$ cat config.mk
export PLATFORM = sky130hd
export DESIGN_NAME = shift_operand_seq
export DESIGN_NICKNAME = d
export VERILOG_FILES = /design/src/rtl/fgba_shift_pkg.sv /design/src/rtl/op2_field_decode.sv /design/src/rtl/shift_operand_seq.sv
export SDC_FILE = /design/constraint.sdc
export NUM_CORES = 1
export LEC_CHECK = 0
export CORE_MARGIN = 2
export CORE_UTILIZATION = 39
export DETAILED_ROUTE_END_ITERATION = 8
export GPL_TIMING_DRIVEN = 0
export PLACE_DENSITY = 0.7
export SLEW_MARGIN = 5
export SYNTH_ARGS = -nofsm -noshare
export SYNTH_HDL_FRONTEND = slang
export SYNTH_SLANG_ARGS = --single-unit
$ cat constraint.sdc
create_clock -name clk -period 2 [get_ports clk]
set_clock_uncertainty 0.1 [all_clocks]
set_input_delay 0.5 -clock clk [delete_from_list [all_inputs] [get_ports clk]]
set_output_delay 0.5 -clock clk [all_outputs]
set_load 0.02 [all_outputs]
$ cat src/rtl/fgba_shift_pkg.sv
// Shared constants and types for the barrel-shifter operand sequencer:
// shift-type codes, FSM state encoding, PC read offsets, decoded op2 fields.
package fgba_shift_pkg;

    localparam logic [1:0] SH_LSL = 2'b00;
    localparam logic [1:0] SH_LSR = 2'b01;
    localparam logic [1:0] SH_ASR = 2'b10;
    localparam logic [1:0] SH_ROR = 2'b11;

    localparam logic [1:0] ST_IDLE   = 2'd0;
    localparam logic [1:0] ST_REQ_RM = 2'd1;
    localparam logic [1:0] ST_REQ_RS = 2'd2;
    localparam logic [1:0] ST_ISSUE  = 2'd3;

    // ARM7 pipeline: PC reads ahead by 8, or by 12 once the extra I-cycle is taken
    localparam logic [31:0] PC_OFS_IMM_DEFAULT = 32'd8;
    localparam logic [31:0] PC_OFS_REG_DEFAULT = 32'd12;

    localparam logic [3:0] REG_PC = 4'd15;

    typedef struct packed {
        logic       is_imm;
        logic       is_reg_shift;
        logic [3:0] rm;
        logic [3:0] rs;
        logic [7:0] imm8;
        logic [3:0] rot4;
        logic [4:0] shimm5;
        logic [1:0] typ;
    } op2_fields_t;

endpackage

$ cat src/rtl/op2_field_decode.sv
// Combinational split of a data-processing instruction's operand-2 field
// into the pieces the sequencer needs.
module op2_field_decode
    import fgba_shift_pkg::*;
(
    input  logic [31:0] instr,
    output op2_fields_t fields
);

    logic unused_bits;

    assign fields.is_imm       = instr[25];
    assign fields.is_reg_shift = ~instr[25] & instr[4];
    assign fields.rm           = instr[3:0];
    assign fields.rs           = instr[11:8];
    assign fields.imm8         = instr[7:0];
    assign fields.rot4         = instr[11:8];
    assign fields.shimm5       = instr[11:7];
    assign fields.typ          = instr[6:5];

    // Condition, opcode and Rd fields belong to other decode stages
    assign unused_bits = ^{instr[31:26], instr[24:12]};

endmodule

$ cat src/rtl/shift_operand_seq.sv
// Operand sequencer in front of the barrel shifter: decodes op2, reads Rm/Rs
// from the register file and hands {base, amount, rg, typ, fc} over a valid/ready link.
module shift_operand_seq
    import fgba_shift_pkg::*;
#(
    parameter logic [31:0] PC_OFS_IMM = PC_OFS_IMM_DEFAULT,
    parameter logic [31:0] PC_OFS_REG = PC_OFS_REG_DEFAULT
)
(
    input  logic        clk,
    input  logic        rst_n,
    input  logic        in_valid,
    output logic        in_ready,
    input  logic [31:0] instr,
    input  logic [31:0] pc,
    input  logic        f_c_in,
    output logic [3:0]  rf_addr,
    output logic        rf_rd_en,
    input  logic [31:0] rf_data,
    output logic        out_valid,
    input  logic        out_ready,
    output logic [31:0] sh_base,
    output logic [7:0]  sh_amount,
    output logic        sh_rg,
    output logic [1:0]  sh_typ,
    output logic        sh_fc
);

    logic [1:0]  state;
    logic [31:0] pc_q;
    logic [3:0]  rm_q;
    logic [3:0]  rs_q;
    logic        reg_shift_q;
    op2_fields_t dec;
    logic        accept;
    logic [31:0] pc_imm;
    logic [31:0] pc_reg;

    op2_field_decode u_decode (
        .instr  (instr),
        .fields (dec)
    );

    assign in_ready  = (state == ST_IDLE) || ((state == ST_ISSUE) && out_ready);
    assign accept    = in_valid && in_ready;
    assign out_valid = (state == ST_ISSUE);
    assign rf_rd_en  = (state == ST_REQ_RM) || (state == ST_REQ_RS);
    assign pc_imm    = pc_q + PC_OFS_IMM;
    assign pc_reg    = pc_q + PC_OFS_REG;

    always_comb begin
        rf_addr = 4'd0;
        case (state)
            ST_REQ_RM: rf_addr = rm_q;
            ST_REQ_RS: rf_addr = rs_q;
            default:   rf_addr = 4'd0;
        endcase
    end

    // Accept can only occur in IDLE or on an ISSUE handshake, so it takes priority
    always_ff @(posedge clk) begin
        if (!rst_n) begin
            state       <= ST_IDLE;
            pc_q        <= 32'd0;
            rm_q        <= 4'd0;
            rs_q        <= 4'd0;
            reg_shift_q <= 1'b0;
            sh_base     <= 32'd0;
            sh_amount   <= 8'd0;
            sh_rg       <= 1'b0;
            sh_typ      <= 2'b00;
            sh_fc       <= 1'b0;
        end else if (accept) begin
            pc_q        <= pc;
            rm_q        <= dec.rm;
            rs_q        <= dec.rs;
            reg_shift_q <= dec.is_reg_shift;
            sh_fc       <= f_c_in;
            sh_rg       <= dec.is_imm | dec.is_reg_shift;
            if (dec.is_imm) begin
                sh_base   <= {24'd0, dec.imm8};
                sh_amount <= {3'd0, dec.rot4, 1'b0};
                sh_typ    <= SH_ROR;
                state     <= ST_ISSUE;
            end else begin
                sh_base   <= 32'd0;
                sh_amount <= dec.is_reg_shift ? 8'd0 : {3'd0, dec.shimm5};
                sh_typ    <= dec.typ;
                state     <= ST_REQ_RM;
            end
        end else begin
            case (state)
                ST_REQ_RM: begin
                    if (rm_q == REG_PC) begin
                        sh_base <= reg_shift_q ? pc_reg : pc_imm;
                    end else begin
                        sh_base <= rf_data;
                    end
                    state <= reg_shift_q ? ST_REQ_RS : ST_ISSUE;
                end
                ST_REQ_RS: begin
                    sh_amount <= (rs_q == REG_PC) ? pc_reg[7:0] : rf_data[7:0];
                    state     <= ST_ISSUE;
                end
                ST_ISSUE: begin
                    if (out_ready) begin
                        state <= ST_IDLE;
                    end
                end
                default: state <= ST_IDLE;
            endcase
        end
    end

endmodule

==> results.cfg, run 1 <==
[run_status]
status = finished, violations left
violations = DRC

[hold_path]
hold_path_depth = 2
worstHoldEndpoint = sh_fc$_SDFFE_PN0P_
hold_path.startpoint = sh_fc$_SDFFE_PN0P_
hp-class = register to register

[logic_synthesis]
synth-simple-area-share_pct = 25.4
synthAdderAreaFrac_pct = 1.97
ys.flop_type = dfxtp_1
ys_top_cells_by_area = dfxtp_1 39%, a21oi_1 9.6%, nand2_1 9.5%
synthTopCellsByCount = 112 x nand2_1, 87 x dfxtp_1, 85 x a21oi_1
ys_seq_area_share_pct = 39.3
synth_top_family_by_area = simple AND/OR/NAND/NOR gates
yosys_warnings = 0
synthCells = 570
synth_edf_count = 0
syn_nets = 678
ys_ff_latch = 87
synth-compound-area-share_pct = 20.6
yosys-mux-area-fraction_pct = 1.38
synth_cell_types = 54
synthXorXnorAreaFrac_pct = 6.12
ys_async_sr_fraction_pct = 0
yosys.area.top_type_share_pct = 39.3
yosysMostFrequentCell = nand2_1
avgSynthCellArea_sq_um = 7.78
syn-cell-area_sq_mm = 0.00444
yosys.area.top_type = dfxtp_1

[clock_network]
cts_tree = yes
cts_sinks = 87
root_buffer = clkbuf_16
cts_buffers = 9
htree_levels = 3
clock_latency_ns = 0.34
clk_pin_slew_ns = 0.06
ctsHoldBuffers = 0
clockBufferDepth = 2

[sta]
rsz0062_at_grt = true
period_share_pct = 98.8
whs_ns = 0.358
max_slew.worst_pin.slew_ns = 0.603
setup_viol = 0
final_hold_viol_count = 0
fmax_mhz = 506
slew_headroom_pct = 59.8
period_needed_ns = 1.98
slew_violations = 0

[routing]
dr.pass1.iters = 9
wl_per_cell_um = 18.3
ant_nets = 0
wl_met1_um = 6590
routed_wl_um = 15900
dr_wl_met2_um = 7650
detail_route.iter0.violations = 324
remaining_drc_errors = 1
wl_met3_um = 1170
drt-vias-per-instance = 5.55
vias = 4800
highest-signal-layer = met4

[grt]
grt_max_degree = 13
grt_usage_pct = 25.1
grt_pass1_vias = 4658
grt_pass1_wl_um = 24400
antenna_found_initial = 0
grt_remaining_overflow = 0

[setup_path]
crit_chain = buf_6 > ha_4 > a22oi_2 > nor2b_2 > buf_4
critPathMaxFanout = 6
reg2reg_depth = 8
arrival_ns = 1.38
cp-end-kind = primary output
slowest_delay_ns = 0.36
setup.worst_path.class = register to primary output
timing.rr.end = sh_base[20]$_SDFFE_PN0P_
rrSetupSlack_ns = 0.08
crit_path_top_delay_cell = dfxtp_4
start_kind = register
cp.required_ns = 1.40
regToRegStartpoint = pc_q[3]$_SDFFE_PN0P_

[placed_design]
dp_hpwl_um = 11500
placed_cell_area_sq_mm = 0.00594
dp.cells = 842
gp_congestion = 0.887
io_buffers = 132

[floorplanning]
num_io_pins = 152
row_count = 38
core_sq_mm = 0.0110
fp.dieArea_sq_mm = 0.0122
die_h_um = 111
die_x_um = 111
start_util_pct = 40.4

[layout]
design_area_sq_mm = 0.00653
n_antenna_cell = 0
synthToLayoutAreaGrowth_pct = 47.1
final_cells = 865
nets = 831
drive_gt1_share_pct = 15.2

[pwr]
vdd_ir_drop_max_uv = 442
leakagePower_uw = 0.00240
p_per_area_mw_per_mm2 = 897

[flow_run]
max_cap_viol_count = 0
cell usage in the layout (no fill, tap or decap), types with 7 or more instances in the layout:
master	instances
clkbuf_16	9
o211ai_1	12
inv_1	7
buf_4	23
xnor2_1	25
o22ai_1	11
nor3_1	21
nor2_1	26
nand2_1	112
clkbuf_1	9
dfxtp_1	82
and3_1	15
nand3_1	10
nand4_1	11
clkbuf_2	14
clkdlybuf4s50_1	124
a21oi_1	85
o21ai_0	18
worst max-delay path by stage:
stage               depth (start not counted)  slack (ns)                       end                  start
floorplan                                   8        0.02  sh_base[19]$_SDFFE_PN0P_  state[0]$_SDFFE_PN0P_
global placement                            6       -0.72  sh_base[15]$_SDFFE_PN0P_                  rst_n
detailed placement                          6       -0.74  sh_base[16]$_SDFFE_PN0P_                  rst_n
CTS                                         6       -0.08                rf_addr[3]  state[1]$_SDFFE_PN0P_
global route                                4       -0.01                rf_addr[0]  state[0]$_SDFFE_PN0P_
finish                                      5        0.02                rf_addr[1]  state[1]$_SDFFE_PN0P_
what timing repair did:
item                                    in CTS  in global routing
endpoints found under the setup margin      81                 85
pin swaps                                    6                 18
cloned                                       2                  0
gates resized for setup                     70                 54
setup buffers                               11                  4
kinds of logic (layout without fill, tap and decap cells):
family / count (synthesis) / in the layout
flops: 87 / 87
fa+ha+maj: 7 / 7
buf+inv: 55 / 210
simple gates: 228 / 228
xor+xnor: 31 / 31
compound gates: 156 / 156
mux: 6 / 6
per-stage QoR:
step	power (uW)	utilization, %	setup TNS [ns]	setup slack [ns]
after global placement	4010	54.1	-41.65	-0.723
final	5860	59.4	0	0.0233
after global routing	6080	59.4	-0.0495	-0.0147
after floorplan	3240	-	0	0.0186
after CTS	5780	58.5	-0.268	-0.0793
after detailed placement	4060	54.1	-44.36	-0.736
flip-flops by register name, summed over array words and instances (netlist names):
| name | flops |
|---|---|
| pc_q | 32 |
| reg_shift_q | 1 |
| rm_q | 4 |
| rs_q | 4 |
| sh_amount | 8 |
| sh_base | 32 |
| sh_fc | 1 |
| sh_rg | 1 |
| sh_typ | 2 |
| state | 2 |
layout make-up:
class / instances / area (sq um)
Multi-Input combinational cell: 428 / 2620
Timing Repair Buffer: 149 / 1450
Tap cell: 140 / 175
Clock inverter: 2 / 35.0
Clock buffer: 11 / 233
Sequential cell: 87 / 1750
Fill cell: 983 / 4460
Inverter: 11 / 48.8
Buffer: 37 / 211
per-layer routing:
layer | global-route usage, % | up-vias
met5 | 0 | -
met4 | 10.7 | 0
met3 | 3.99 | 34
met2 | 42.7 | 219
met1 | 31.5 | 2241
li1 | - | 2306
critical path, delay by kind of cell, from the launching register on:
family,cells,cell delay (ns)
buffers and inverters,2,0.27
flip-flops,1,0.36
AND/OR/NAND/NOR,1,0.06
AO/OA/AOI/OAI,1,0.15
adder cells (fa/ha/maj),1,0.18
power breakdown:
group          total, uW  switching, uW  internal, uW
Clock               1620            670           946
Sequential          2210            234          1980
Combinational       2030           1120           913
No activity file was read; power rests on OpenSTA's default activity.
==> inputs of run 2 (changes only) <==
--- a/config.mk
+++ b/config.mk
@@ -5,11 +5,13 @@
 export SDC_FILE = /design/constraint.sdc
 export NUM_CORES = 1
 export LEC_CHECK = 0
+export CELL_PAD_IN_SITES_DETAIL_PLACEMENT = 1
+export CELL_PAD_IN_SITES_GLOBAL_PLACEMENT = 2
 export CORE_MARGIN = 2
-export CORE_UTILIZATION = 39
+export CORE_UTILIZATION = 23
 export DETAILED_ROUTE_END_ITERATION = 8
 export GPL_TIMING_DRIVEN = 0
-export PLACE_DENSITY = 0.7
+export PLACE_DENSITY = 0.74
 export SLEW_MARGIN = 5
 export SYNTH_ARGS = -nofsm -noshare
 export SYNTH_HDL_FRONTEND = slang
==> run 2 against run 1 <==
Effect of this change: the run ends with setup timing left; final area up 2.9%; sequential share of layout area down 0.71 points; combinational power up 4%; hold slack about the same; flip-flop and latch count unchanged; fmax down 6.2%; critical endpoint unchanged; largest power group unchanged.
==> results.cfg, run 2 (synthesized netlist as in run 1, its figures left out) <==
[sta]
slew_headroom_pct = 57.6
slew_violations = 0
period_needed_ns = 2.11
period_share_pct = 105
rsz0062_at_grt = true
fmax_mhz = 475
finalWorstSetupSlack_ns = -0.107
max_slew.worst_pin.slew_ns = 0.635
setup_viol = 4
final_hold_viol_count = 0

[layout]
drive_gt1_share_pct = 15.7
layout_commonest_cell = clkdlybuf4s50_1
seqCellArea_sq_mm = 0.00176
reg.largest.list = pc_q: 32 flops, sh_base: 32 flops, sh_amount: 8 flops
fillers = 2246
nets = 829
synthToLayoutAreaGrowth_pct = 51.3
final_cell_mix = 122 x clkdlybuf4s50_1, 112 x nand2_1, 84 x a21oi_1
n_antenna_cell = 0
final_util_pct = 35.7
multi_input_area_sq_mm = 0.00260

[floorplanning]
start_util_pct = 23.6
die_x_um = 143
fp.dieArea_sq_mm = 0.0204
core_sq_mm = 0.0188
row_count = 50
num_io_pins = 152
die_h_um = 143

[placed_design]
io_buffers = 132
dp_hpwl_um = 14000
gp_congestion = 0.811
pre_cts_ws_ns = -0.837

[run_status]
status = finished, violations left
violations = setup timing

[grt]
grt_usage_pct = 18.6
grt_remaining_overflow = 0
antenna_found_initial = 0
grt_pass1_vias = 4890
grt_max_degree = 14
grt_pass1_wl_um = 28400

[setup_path]
start_kind = register
crit_path_top_delay_cell = dfxtp_4
slowest_delay_ns = 0.36
cp.required_ns = 1.40
cp-end-kind = primary output
arrival_ns = 1.51
setup.worst_path.class = register to primary output
cp_num_buf_inv = 3
crit_family = buffers and inverters
critPathMaxFanout = 5
crit_chain = buf_6 > ha_4 > buf_8 > a22oi_2 > nor2b_1 > buf_4

[pwr]
p_per_area_mw_per_mm2 = 911
leakagePower_uw = 0.00245
vdd_ir_drop_max_uv = 454

[routing]
routed_wl_um = 18900
wl_per_cell_um = 19.1
detail_route.iter0.violations = 285
remaining_drc_errors = 0
dr.pass1.iters = 5
drt-vias-per-instance = 4.85
ant_nets = 0
vias = 4778

[hold_path]
hp-class = register to register

[clock_network]
cts_sinks = 87
root_buffer = clkbuf_16
cts_buffers = 9
htree_levels = 3
cts_tree = yes
clock_latency_ns = 0.35
clockBufferDepth = 2
clk_pin_slew_ns = 0.06

[flow_run]
max_cap_viol_count = 0
run 2: layout make-up:
cell class / instances / area share (%)
multi-input combinational: 428 / 38.7
sequential: 87 / 26.1
timing repair buffer: 145 / 21.1
tap: 260 / 4.85
clock buffer: 14 / 4.08
buffer: 39 / 3.80
inverter: 11 / 0.727
clock inverter: 2 / 0.559
run 2: where the power goes:
| part | total (uW) | switching (uW) | leakage [uW] | internal, uW |
|---|---|---|---|---|
| logic | 2110 | 1180 | 0.00158 | 923 |
| clock network | 1800 | 729 | 0.000149 | 1070 |
| registers | 2210 | 234 | 0.000715 | 1980 |
| total | 6120 | 2140 | 0.00245 | 3970 |
run 2: worst reg2reg max path, stage by stage (launching register included):
cell,delay (ns)
dfxtp_4,0.37
inv_2,0.05
ha_4,0.15
and2b_2,0.26
o2111ai_4,0.19
buf_6,0.20
o31a_1,0.29
nor2_1,0.10
o22ai_1,0.09
run 2: through the flow:
stage	TNS, ns	hold WS (ns)	std cells	total power (uW)	area, sq um
CTS	-0.466	0.362	986	6090	6600
finish	-0.397	0.358	986	6120	6710
floorplan	0	0.349	570	3240	4440
global placement	-50.12	0.348	962	4100	6090
global route	-0.588	0.401	986	6440	6710
detailed placement	-52.92	0.353	962	4150	6090
run 2: path summary, 6_finish.rpt:
check	from	to	slack, ns	depth (start not counted)
min reg2reg	sh_fc$_SDFFE_PN0P_	sh_fc$_SDFFE_PN0P_	0.36	2
max	state[0]$_SDFFE_PN0P_	rf_addr[1]	-0.11	6
min	sh_fc$_SDFFE_PN0P_	sh_fc$_SDFFE_PN0P_	0.36	2
max reg2reg	pc_q[3]$_SDFFE_PN0P_	sh_base[18]$_SDFFE_PN0P_	0.09	8
run 2: routing by layer:
metal | wire length (um) | part of all wire, % | GRT usage (%)
met3 | 678 | 3.6 | 2.65
met2 | 9120 | 48 | 31.0
met4 | 320 | 1.7 | 6.46
met1 | 8750 | 46 | 24.6
met5 | 0 | 0 | 0
run 2: timing repair:
item,in CTS,in global routing
setup endpoints to repair,82,79
cloned,2,0
gates resized for setup,78,62
buffers inserted,8,3
hold buffers,0,0
pin swaps,10,8
